$ cat src/rtl/writeback_stage_pkg.sv
// Shared types and constants for the writeback stage.
package writeback_stage_pkg;

  localparam int XLEN_DEFAULT       = 64;
  localparam int REG_ADDR_W_DEFAULT = 5;

  // Writeback sequencing: capture in IDLE, one write cycle, then hold the
  // acknowledge until the memory stage drops its offer.
  typedef enum logic [1:0] {
    IDLE  = 2'd0,
    WRITE = 2'd1,
    DONE  = 2'd2
  } wb_state_t;

  // Load size/sign encodings carried in funct3.
  localparam logic [2:0] F3_LB     = 3'b000;
  localparam logic [2:0] F3_LH     = 3'b001;
  localparam logic [2:0] F3_LW     = 3'b010;
  localparam logic [2:0] F3_LD     = 3'b011;
  localparam logic [2:0] F3_LBU    = 3'b100;
  localparam logic [2:0] F3_LHU    = 3'b101;
  localparam logic [2:0] F3_LWU    = 3'b110;
  localparam logic [2:0] F3_LD_ALT = 3'b111;

endpackage

$ cat src/rtl/writeback_stage_load_align.sv
// Combinational load alignment: shifts the returned doubleword down to the
// addressed byte (zero-filling from the top) and then sizes/extends it.
// Loads that cross the doubleword boundary just see the zero-filled bytes.
module writeback_stage_load_align
  import writeback_stage_pkg::*;
#(
  parameter int XLEN = XLEN_DEFAULT
) (
  input  logic [XLEN-1:0] loaded_data,
  input  logic [2:0]      offset,
  input  logic [2:0]      funct3,
  output logic [XLEN-1:0] result
);

  logic [XLEN-1:0] shifted;

  // Byte-offset shift; the amount is offset*8.
  always_comb begin
    shifted = loaded_data >> {offset, 3'b000};
  end

  // Size selection with sign or zero extension; 111 behaves as a full LD.
  always_comb begin
    result = shifted;
    case (funct3)
      F3_LB:     result = {{(XLEN-8){shifted[7]}}, shifted[7:0]};
      F3_LH:     result = {{(XLEN-16){shifted[15]}}, shifted[15:0]};
      F3_LW:     result = {{(XLEN-32){shifted[31]}}, shifted[31:0]};
      F3_LBU:    result = {{(XLEN-8){1'b0}}, shifted[7:0]};
      F3_LHU:    result = {{(XLEN-16){1'b0}}, shifted[15:0]};
      F3_LWU:    result = {{(XLEN-32){1'b0}}, shifted[31:0]};
      F3_LD,
      F3_LD_ALT: result = shifted;
      default:   result = shifted;
    endcase
  end

endmodule

$ cat src/rtl/writeback_stage.sv
// Writeback stage: captures a finished memory-stage result, writes the
// register file for exactly one cycle, releases the scoreboard entry, counts
// the retirement and then acknowledges with wb_done until the offer drops.
//
// Handshake: wb_enable acts as valid and is held high by the memory stage
// until wb_done is seen; a transfer is taken in IDLE on the edge where
// wb_enable && memory_done are both high. wb_done acts as the acknowledge and
// stays high from the cycle after the write until the edge after wb_enable
// falls. No new transfer is taken while WRITE or DONE is active.
module writeback_stage
  import writeback_stage_pkg::*;
#(
  parameter int XLEN       = XLEN_DEFAULT,
  parameter int REG_ADDR_W = REG_ADDR_W_DEFAULT
) (
  input  logic                  clk,
  input  logic                  reset,
  input  logic                  wb_enable,
  input  logic                  memory_done,
  input  logic [XLEN-1:0]       loaded_data,
  input  logic [XLEN-1:0]       alu_data,
  input  logic [XLEN-1:0]       pc,
  input  logic [REG_ADDR_W-1:0] rd,
  input  logic                  reg_write,
  input  logic                  mem_to_reg,
  input  logic                  jump,
  input  logic [2:0]            funct3,
  output logic                  rf_write_enable,
  output logic [REG_ADDR_W-1:0] rf_write_addr,
  output logic [XLEN-1:0]       rf_write_data,
  output logic                  wb_done,
  output logic                  clear_busy,
  output logic [REG_ADDR_W-1:0] clear_busy_reg,
  output logic [63:0]           instret,
  output logic [1:0]            dbg_state
);

  wb_state_t state, state_next;

  logic [XLEN-1:0]       cap_loaded;
  logic [XLEN-1:0]       cap_alu;
  logic [XLEN-1:0]       cap_pc;
  logic [REG_ADDR_W-1:0] cap_rd;
  logic                  cap_reg_write;
  logic                  cap_mem_to_reg;
  logic                  cap_jump;
  logic [2:0]            cap_funct3;
  logic [63:0]           instret_q;

  logic [XLEN-1:0]       aligned_load;
  logic [XLEN-1:0]       wb_data;
  logic                  take;

  assign take      = (state == IDLE) && wb_enable && memory_done;
  assign instret   = instret_q;
  assign dbg_state = state;

  writeback_stage_load_align #(
    .XLEN (XLEN)
  ) u_load_align (
    .loaded_data (cap_loaded),
    .offset      (cap_alu[2:0]),
    .funct3      (cap_funct3),
    .result      (aligned_load)
  );

  // State register, input capture and retirement counter.
  always_ff @(posedge clk) begin
    if (reset) begin
      state          <= IDLE;
      cap_loaded     <= '0;
      cap_alu        <= '0;
      cap_pc         <= '0;
      cap_rd         <= '0;
      cap_reg_write  <= 1'b0;
      cap_mem_to_reg <= 1'b0;
      cap_jump       <= 1'b0;
      cap_funct3     <= '0;
      instret_q      <= '0;
    end else begin
      state <= state_next;
      if (take) begin
        cap_loaded     <= loaded_data;
        cap_alu        <= alu_data;
        cap_pc         <= pc;
        cap_rd         <= rd;
        cap_reg_write  <= reg_write;
        cap_mem_to_reg <= mem_to_reg;
        cap_jump       <= jump;
        cap_funct3     <= funct3;
      end
      if (state == WRITE) begin
        instret_q <= instret_q + 64'd1;
      end
    end
  end

  // Next-state logic.
  always_comb begin
    state_next = state;
    case (state)
      IDLE:    if (take) state_next = WRITE;
      WRITE:   state_next = DONE;
      DONE:    if (!wb_enable) state_next = IDLE;
      default: state_next = IDLE;
    endcase
  end

  // Result select: link address beats loaded data beats ALU result.
  always_comb begin
    wb_data = cap_alu;
    if (cap_jump) begin
      wb_data = cap_pc + XLEN'(4);
    end else if (cap_mem_to_reg) begin
      wb_data = aligned_load;
    end
  end

  // Register-file, scoreboard and acknowledge outputs; the write cycle is
  // suppressed when reset lands on it.
  always_comb begin
    rf_write_enable = 1'b0;
    rf_write_addr   = '0;
    rf_write_data   = '0;
    clear_busy      = 1'b0;
    clear_busy_reg  = '0;
    wb_done         = 1'b0;
    if (state == WRITE && !reset) begin
      rf_write_addr  = cap_rd;
      rf_write_data  = wb_data;
      clear_busy_reg = cap_rd;
      if (cap_reg_write && (cap_rd != '0)) begin
        rf_write_enable = 1'b1;
        clear_busy      = 1'b1;
      end
    end
    if (state == DONE) begin
      wb_done = 1'b1;
    end
  end

endmodule

$ cat config.mk
export PLATFORM = sky130hd
export DESIGN_NAME = writeback_stage
export DESIGN_NICKNAME = d
export VERILOG_FILES = /design/src/rtl/writeback_stage_pkg.sv /design/src/rtl/writeback_stage_load_align.sv /design/src/rtl/writeback_stage.sv
export SDC_FILE = /design/constraint.sdc
export NUM_CORES = 1
export LEC_CHECK = 0
export BUFFER_PORTS_ARGS = -buffer_cell sky130_fd_sc_hd__buf_2
export CAP_MARGIN = 20
export CORE_UTILIZATION = 50
export DETAILED_ROUTE_END_ITERATION = 7
export PLACE_DENSITY = 0.75
export SLEW_MARGIN = 10
export SYNTH_ARGS = -nofsm -noshare
export SYNTH_HDL_FRONTEND = slang
export SYNTH_SLANG_ARGS = --single-unit
$ cat constraint.sdc
create_clock -name clk -period 2.33 [get_ports clk]
set_input_delay 0 -clock clk [delete_from_list [all_inputs] [get_ports clk]]
set_output_delay 0 -clock clk [all_outputs]
set_load 0.05 [all_outputs]
==> results_tabular.tex, run 1 <==
\begin{tabular}{lr}
\hline
Metric & Value \\
\hline
\multicolumn{2}{l}{\textbf{Run status}} \\
\quad Result of the run & finished, violations left \\
\quad Failing checks & negative setup slack \\
\multicolumn{2}{l}{\textbf{Synth}} \\
\quad Nets in the synthesized netlist & $\sim$2100 \\
\quad Predominant post-synthesis flop cell & dfxtp\_1 \\
\quad Post-synthesis async set-or-reset flop share & 0 \\
\quad Register bit total from synthesis & 269 \\
\quad Yosys synthesis warning count & 0 \\
\quad Number of flops mapped to enable cells by yosys & 0 \\
\quad Sequential-to-total area share from yosys stat & 0.371 \\
\quad Post-Syn Area & roughly 15000 um2 \\
\quad Number of distinct library cell variants in the gate-level netlist after synthesis & 58 \\
\quad Gate Count Post-Synth & slightly below 2000 \\
\quad Post-synthesis average cell area & around 7.5 um2 \\
\multicolumn{2}{l}{\textbf{Timing}} \\
\quad Worst Slack Setup Final & -0.625 ns \\
\quad Number of pins with negative max-slew slack in the final report & 0 \\
\quad Number of hold violations in the final report & 0 \\
\quad Final worst path period share & 1.27 \\
\quad Slew headroom & 0.323 \\
\quad Final setup violation count & 64 \\
\quad Post-Route Skew & 0.0211 ns \\
\quad Highest attainable clock frequency & 338 MHz \\
\quad Setup repair after global routing missed its margin & yes \\
\quad Slew of the pin with the lowest slew margin & 1.02 ns \\
\quad Minimum period implied by the final worst setup slack & around 3.0 ns \\
\multicolumn{2}{l}{\textbf{CTS}} \\
\quad H-tree level count & 1 \\
\quad Worst skew pair latency & 0.58 ns \\
\quad Buffer cell driving the clock tree root & clkbuf\_16 \\
\quad Num CTS Buffers & 29 \\
\quad Clk slew on worst S/H paths & 0.06 ns \\
\quad CTS tree & done \\
\quad Clk buf depth & 3 \\
\quad Number of clock sinks & 269 \\
\multicolumn{2}{l}{\textbf{Floorplanning}} \\
\quad Core Rows & 62 \\
\quad Die height & 172 um \\
\quad Standard cell core area & 28600 um2 \\
\quad Die extent in x & 172 um \\
\quad Ports & 350 \\
\quad Initial standard-cell utilization of the core & 0.508 \\
\quad Die area & between 20000 and 30000 um2 \\
\multicolumn{2}{l}{\textbf{Placed design}} \\
\quad Detail Placement HPWL & roughly 41000 um \\
\quad Number of buffers added on ports & roughly 350 \\
\quad Placer's final routability congestion estimate & 0.999 \\
\quad Placed cell areas & 18100 um2 \\
\multicolumn{2}{l}{\textbf{Worst setup path}} \\
\quad Master of the slowest instance on the critical path & mux4\_2 \\
\quad Depth of the worst register-to-register path & 7 \\
\quad Arrival time worst endpoint & about 3.0 ns \\
\quad Critical register-to-register path endpoint & instret[41]\$\_SDFFE\_PP0N\_ \\
\quad Combined buffer and inverter count along the critical path & 3 \\
\quad Launching element type of the critical path & register \\
\quad Delay-heaviest family, CP & multiplexers \\
\quad CP endpoint kind & output port \\
\quad Crit path required time & 2.33 ns \\
\quad Maximum fanout encountered on the critical timing path & 7 \\
\quad Crit-path max cell delay & 0.56 ns \\
\quad Ordered list of cells on the worst path & mux2\_4 > mux4\_2 > buf\_6 > o21ai\_1 > buf\_4 > nand2\_1 > o211ai\_1 > a21oi\_2 > buf\_6 \\
\quad Worst reg2reg startpoint & instret[28]\$\_SDFFE\_PP0N\_ \\
\quad Worst setup slack for register-to-register paths & 0.16 ns \\
\quad Crit. Startpoint & cap\_alu[1]\$\_SDFFE\_PP0P\_ \\
\quad Path type of the worst setup path & reg -> out \\
\quad Most common cell type on the critical path & buf\_6 \\
\multicolumn{2}{l}{\textbf{Drt}} \\
\quad Number of vias after detailed routing & 18400 \\
\quad Met3 WL & 7920 um \\
\quad Met1 Routed Length & 25200 um \\
\quad Count of nets left with antenna violations after detail routing & 0 \\
\quad First-pass DRT Iterations & 6 \\
\quad First DRT Iteration DRCs & around 2200 \\
\quad Final routed DRC violation total & 0 \\
\quad Uppermost signal routing layer after detailed routing & met5 \\
\quad Via count normalized by instance count & 6.11 \\
\quad Final routed wire length divided by cell count & 22.8 um \\
\quad Routed length on met2 & approximately 31000 um \\
\quad Total routed wirelength & approximately 69000 um \\
\multicolumn{2}{l}{\textbf{Hold path}} \\
\quad Hold crit path type & in -> reg \\
\quad Critical hold path startpoint & reset \\
\quad Worst Hold Depth & 3 \\
\quad Terminating pin of the worst hold path & instret[0]\$\_SDFFE\_PP0N\_ \\
\multicolumn{2}{l}{\textbf{Final layout}} \\
\quad Commonest cells after routing, fill and taps aside & nand2\_1, buf\_2, a21oi\_1, dfxtp\_1, dlygate4sd3\_1 \\
\quad Nets@finish & 2811 \\
\quad Design Area, Final & around 23000 um2 \\
\quad FILL cells & 1686 \\
\quad Relative area change from synthesis to final layout & 61.2\% \\
\quad Area of combinational cells with multiple inputs & 10100 um2 \\
\quad Share of post-route cells with drive strength above 1 & 0.340 \\
\quad Sequential cell area & 5430 um2 \\
\quad Leading cell type in the layout, fill and taps excluded & nand2\_1 \\
\multicolumn{2}{l}{\textbf{Power}} \\
\quad Power after layout & between 10 and 15 mW \\
\quad Combinational group share of total power & 0.201 \\
\quad Relative contribution of sequential cells to total power & 0.419 \\
\quad Switching power & 3.52 mW \\
\quad Switch share & 0.296 \\
\quad Static leakage power & 8.86 nW \\
\quad Total power density per cell area & 508 nW/um2 \\
\quad Maximum vdd drop & approximately 0.56 mV \\
\quad Proportion of power drawn by the clock network & 0.380 \\
\quad Design internal power & 8.37 mW \\
\multicolumn{2}{l}{\textbf{Global route}} \\
\quad Via count of the first global-routing pass & 16900 \\
\quad Initial antenna violation count & 4 \\
\quad Global route total overflow & 0 \\
\quad First-pass GRT wire length & 96200 um \\
\quad Gr usage total & 0.426 \\
\quad Maximum number of pins on one net before global-route repair & just over 200 \\
\multicolumn{2}{l}{\textbf{Flow run}} \\
\quad Number of maximum-capacitance violations & 0 \\
\hline
\end{tabular}
## routing by layer
metal | up-vias | global-route usage
li1 | 8035 | -
met1 | 8673 | 0.530
met2 | 1328 | 0.673
met3 | 373 | 0.117
met4 | 2 | 0.220
met5 | - | 0
## timing repair
item / in CTS / in global routing
gates cloned: 6 / 2
gates resized for setup: 295 / 130
pin swaps: 64 / 59
endpoints found under the setup margin: 64 / 80
hold buffers: 204 / 0
buffers inserted: 26 / 30
endpoints found under the hold margin: 204 / 0
## logic make-up after synthesis
family | synth area share
buffers and inverters | 0.0485
DFF | 0.371
adders and majority gates | 0.00172
AOI/OAI and AO/OA | 0.194
muxes | 0.0672
xor gates and xnor gates | 0.0627
and+or+nand+nor | 0.256
## Yosys cell counts (4+ instances only)
cell,instances,area share
a211oi_1,48,0.025
a21o_1,18,0.0093
a21oi_1,274,0.094
a221o_1,8,0.0055
a221oi_1,17,0.010
a22oi_1,16,0.0083
and2_1,9,0.0039
and3_1,10,0.0043
and4_1,10,0.0060
buf_1,9,0.0023
buf_2,17,0.0059
buf_4,10,0.0052
clkbuf_1,112,0.029
dfxtp_1,269,0.37
inv_1,23,0.0059
mux2_2,12,0.0093
mux2i_1,39,0.027
mux4_2,20,0.031
nand2_1,499,0.13
nand3_1,45,0.016
nand4_1,31,0.013
nor2_1,121,0.031
nor2b_1,17,0.0073
nor3_1,40,0.014
nor3_2,4,0.0028
nor4_1,14,0.0060
o211ai_1,6,0.0031
o21ai_0,65,0.022
or2_2,6,0.0026
or3_1,22,0.0095
xnor2_1,71,0.043
xor2_1,33,0.020
## power groups by stage
stage                     logic [mW]  registers, mW  clock network, mW
after floorplan                0.906           4.99                  0
after global placement          1.56           5.05                  0
after detailed placement        1.57           5.05                  0
after CTS                       2.05           4.96               4.51
after global routing            2.50           4.99               4.71
final                           2.39           4.98               4.53
## worst max-delay path by stage
stage	end	slack (ns)	cells after the start
global placement	rf_write_data[26]	-0.19	9
CTS	rf_write_data[29]	-0.52	9
finish	rf_write_data[48]	-0.63	9
floorplan	rf_write_data[33]	-0.06	6
global route	rf_write_data[48]	-0.68	9
detailed placement	rf_write_data[26]	-0.20	7
## per-stage QoR
stage | util | setup WS (ns) | cells | hold WS (ns) | TNS, ns
global placement | 0.631 | -0.189 | 2689 | 0.239 | -1.46
detailed placement | 0.631 | -0.197 | 2689 | 0.244 | -2.01
finish | 0.818 | -0.625 | 3011 | 0.0524 | -31.10
CTS | 0.787 | -0.523 | 2977 | 0.0770 | -26.90
floorplan | - | -0.0559 | 1939 | 0.128 | -0.104
global route | 0.818 | -0.684 | 3010 | 0.120 | -33.01
## worst register-to-register path: stages (launching register included)
cell,delay (ns)
dfxtp_1,0.41
nand4_1,0.24
nor4_1,0.30
buf_4,0.17
nand2_1,0.22
nor4_1,0.43
xnor2_1,0.19
nor2_1,0.06
## area by class of cell
cell class | count | share of cell area
well taps | 384 | 0.0205
inverters | 24 | 0.00401
flip-flops and latches | 269 | 0.232
clock buffers | 37 | 0.0335
repair buffers | 779 | 0.275
clock inverters | 15 | 0.00523
multi-input cells | 1499 | 0.429
diodes | 4 | 0.000427
(Power assumes the default switching activity.)
==> inputs of run 2 (changes only) <==
- CELL_PAD_IN_SITES_DETAIL_PLACEMENT: unset -> 1
- CELL_PAD_IN_SITES_GLOBAL_PLACEMENT: unset -> 1
- CORE_UTILIZATION: 50 -> 39
- PLACE_DENSITY: 0.75 -> unset
- PLACE_DENSITY_LB_ADDON: unset -> 0.1
==> results_tabular.tex, run 2 (synthesis gave the netlist of run 1 again) <==
\begin{tabular}{lr}
\hline
Metric & Value \\
\hline
\multicolumn{2}{l}{\textbf{Run status}} \\
\quad Result of the run & finished, violations left (unchanged) \\
\quad Failing checks & negative setup slack (unchanged) \\
\multicolumn{2}{l}{\textbf{Hold path}} \\
\quad Worst Hold Depth & 4 (was 3) \\
\quad Critical hold path startpoint & memory\_done (was reset) \\
\quad Hold crit path type & in -> reg (unchanged) \\
\quad Terminating pin of the worst hold path & cap\_loaded[53]\$\_SDFFE\_PP0P\_ (was instret[0]\$\_SDFFE\_PP0N\_) \\
\multicolumn{2}{l}{\textbf{CTS}} \\
\quad Buffer cell driving the clock tree root & clkbuf\_16 (unchanged) \\
\quad Clk buf depth & 3 (unchanged) \\
\quad CTS tree & done (unchanged) \\
\quad Worst skew pair latency & 0.60 ns (was 0.58 ns) \\
\quad Num CTS Buffers & 31 (was 29) \\
\quad H-tree level count & 1 (unchanged) \\
\quad Clk slew on worst S/H paths & 0.07 ns (was 0.06 ns) \\
\quad Number of clock sinks & 269 (unchanged) \\
\multicolumn{2}{l}{\textbf{Timing}} \\
\quad Setup repair after global routing missed its margin & yes (unchanged) \\
\quad Worst Slack Setup Final & -0.668 ns (was -0.625 ns) \\
\quad Highest attainable clock frequency & 334 MHz (was 338 MHz) \\
\quad Number of hold violations in the final report & 0 (unchanged) \\
\quad Final worst path period share & 1.29 (was 1.27) \\
\quad Final setup violation count & 64 (unchanged) \\
\quad Minimum period implied by the final worst setup slack & 3.00 ns (was 2.96 ns) \\
\quad Slew of the pin with the lowest slew margin & 0.975 ns (was 1.02 ns) \\
\quad Total negative setup slack & -32.65 ns (was -31.10 ns) \\
\quad Slew headroom & 0.350 (was 0.323) \\
\quad Post-Route Skew & 0.0166 ns (was 0.0211 ns) \\
\quad Number of pins with negative max-slew slack in the final report & 0 (unchanged) \\
\multicolumn{2}{l}{\textbf{Drt}} \\
\quad Total routed wirelength & 80100 um (was 68500 um) \\
\quad Final routed wire length divided by cell count & 25.5 um (was 22.8 um) \\
\quad Via count normalized by instance count & 5.83 (was 6.11) \\
\quad Final routed DRC violation total & 0 (unchanged) \\
\quad Count of nets left with antenna violations after detail routing & 0 (unchanged) \\
\quad First-pass DRT Iterations & 5 (was 6) \\
\quad Number of vias after detailed routing & 18300 (was 18400) \\
\quad First DRT Iteration DRCs & 1375 (was 2232) \\
\multicolumn{2}{l}{\textbf{Worst setup path}} \\
\quad Arrival time worst endpoint & 3.00 ns (was 2.96 ns) \\
\quad Worst setup slack for register-to-register paths & 0.03 ns (was 0.16 ns) \\
\quad Ordered list of cells on the worst path & mux2\_4 > a2bb2oi\_4 > o221a\_4 > buf\_12 > a221o\_1 > a221oi\_4 > buf\_6 > a211oi\_4 > buf\_6 (was mux2\_4 > mux4\_2 > buf\_6 > o21ai\_1 > buf\_4 > nand2\_1 > o211ai\_1 > a21oi\_2 > buf\_6) \\
\quad Launching element type of the critical path & register (unchanged) \\
\quad Maximum fanout encountered on the critical timing path & 9 (was 7) \\
\quad Worst reg2reg startpoint & instret[28]\$\_SDFFE\_PP0N\_ (unchanged) \\
\quad Master of the slowest instance on the critical path & dfxtp\_4 (was mux4\_2) \\
\quad Depth of the worst register-to-register path & 7 (unchanged) \\
\quad CP endpoint kind & output port (unchanged) \\
\quad Delay-heaviest family, CP & compound AO/OA/AOI/OAI gates (was multiplexers) \\
\quad Combined buffer and inverter count along the critical path & 3 (unchanged) \\
\quad Crit path required time & 2.33 ns (about the same) \\
\quad Most common cell type on the critical path & buf\_6 (unchanged) \\
\quad Crit-path max cell delay & 0.41 ns (was 0.56 ns) \\
\quad Crit. Startpoint & cap\_alu[1]\$\_SDFFE\_PP0P\_ (unchanged) \\
\quad Critical register-to-register path endpoint & instret[61]\$\_SDFFE\_PP0N\_ (was instret[41]\$\_SDFFE\_PP0N\_) \\
\quad Path type of the worst setup path & reg -> out (unchanged) \\
\multicolumn{2}{l}{\textbf{Floorplanning}} \\
\quad Die area & 38000 um2 (was 29700 um2) \\
\quad Die height & 195 um (was 172 um) \\
\quad Core Rows & 70 (was 62) \\
\quad Standard cell core area & 36600 um2 (was 28600 um2) \\
\quad Die extent in x & 195 um (was 172 um) \\
\quad Initial standard-cell utilization of the core & 0.397 (was 0.508) \\
\quad Ports & 350 (unchanged) \\
\multicolumn{2}{l}{\textbf{Final layout}} \\
\quad Nets@finish & 2852 (was 2811) \\
\quad Relative area change from synthesis to final layout & 64.5\% (was 61.2\%) \\
\quad Design Area, Final & 23900 um2 (was 23400 um2) \\
\quad Leading cell type in the layout, fill and taps excluded & nand2\_1 (unchanged) \\
\quad Commonest cells after routing, fill and taps aside & nand2\_1, buf\_2, a21oi\_1, dfxtp\_1, dlygate4sd3\_1 (unchanged) \\
\quad Share of post-route cells with drive strength above 1 & 0.341 (was 0.340) \\
\multicolumn{2}{l}{\textbf{Power}} \\
\quad Proportion of power drawn by the clock network & 0.418 (was 0.380) \\
\quad Static leakage power & 9.05 nW (was 8.86 nW) \\
\quad Maximum vdd drop & 0.575 mV (was 0.563 mV) \\
\quad Design internal power & 8.98 mW (was 8.37 mW) \\
\quad Switch share & 0.294 (was 0.296) \\
\quad Switching power & 3.75 mW (was 3.52 mW) \\
\quad Total power density per cell area & 533 nW/um2 (was 508 nW/um2) \\
\quad Relative contribution of sequential cells to total power & 0.392 (was 0.419) \\
\quad Combinational group share of total power & 0.190 (was 0.201) \\
\multicolumn{2}{l}{\textbf{Placed design}} \\
\quad Detail Placement HPWL & 49100 um (was 41400 um) \\
\quad Number of buffers added on ports & 349 (unchanged) \\
\quad Placed cell areas & 18700 um2 (was 18100 um2) \\
\quad Placer's final routability congestion estimate & 0.960 (was 0.999) \\
\multicolumn{2}{l}{\textbf{Global route}} \\
\quad Gr usage total & 0.406 (was 0.426) \\
\quad Global route total overflow & 0 (unchanged) \\
\quad First-pass GRT wire length & 119000 um (was 96200 um) \\
\quad Maximum number of pins on one net before global-route repair & 205 (unchanged) \\
\quad Initial antenna violation count & 6 (was 4) \\
\quad Via count of the first global-routing pass & 19600 (was 16900) \\
\multicolumn{2}{l}{\textbf{Flow run}} \\
\quad Number of maximum-capacitance violations & 0 (unchanged) \\
\hline
\end{tabular}
## run 2: cell type report
type	instances	area [um2]
Tap cell	468	586
Clock inverter	18	203
Multi-Input combinational cell	1498	9860
Timing Repair Buffer	819	6840
Fill cell	4277	12700
Inverter	24	90.1
Antenna cell	8	20.0
Clock buffer	40	881
Sequential cell	269	5420
## run 2: metal layers
layer  share of wire  track usage  up-vias  wire (um)
met5               0            0        -          0
met4           0.057        0.225        0       4570
met3           0.064       0.0693      272       5160
met2            0.49        0.699      851      39500
met1            0.39        0.479     9069      30900
li1                -            -     8137          -
## run 2: worst max path at each step
stage / endpoint / slack (ns) / depth (start not counted)
floorplan: rf_write_data[33] / -0.06 / 6
global placement: rf_write_data[23] / -0.20 / 7
detailed placement: rf_write_data[23] / -0.27 / 8
CTS: rf_write_data[27] / -0.61 / 9
global route: rf_write_data[31] / -0.69 / 9
finish: rf_write_data[29] / -0.67 / 9
## run 2: metrics by stage
| step | util | std cells | hold WS (ns) | power (mW) | worst slack (ns) |
|---|---|---|---|---|---|
| final | 0.653 | 3144 | 0.0247 | 12.7 | -0.668 |
| after CTS | 0.639 | 3121 | 0.0103 | 12.4 | -0.608 |
| after detailed placement | 0.510 | 2814 | 0.249 | 6.76 | -0.269 |
| after global routing | 0.653 | 3143 | 0.0214 | 13.0 | -0.694 |
| after floorplan | - | 1939 | 0.128 | 5.89 | -0.0559 |
| after global placement | 0.510 | 2814 | 0.242 | 6.73 | -0.200 |
## run 2: power groups by stage
stage / registers [mW] / clock network, mW / logic [mW]
4_1_cts: 4.96 / 5.28 / 2.20
6_report: 4.99 / 5.32 / 2.42
3_3_place_gp: 5.04 / 0 / 1.69
5_1_grt: 5.00 / 5.48 / 2.53
3_5_place_dp: 5.05 / 0 / 1.71
2_1_floorplan: 4.99 / 0 / 0.906
## run 2: worst min-delay path, cell delays in order
cell     delay [ns]
buf_2          0.13
and3_4         0.28
nand2_1        0.11
a21oi_1        0.05
## run 2: repair_timing
action,in CTS,in global routing
hold buffers,224,0
setup endpoints to repair,64,93
buffers inserted,23,17
endpoints found under the hold margin,235,0
gates cloned,3,1
pin swaps,44,42
resized for setup,288,82
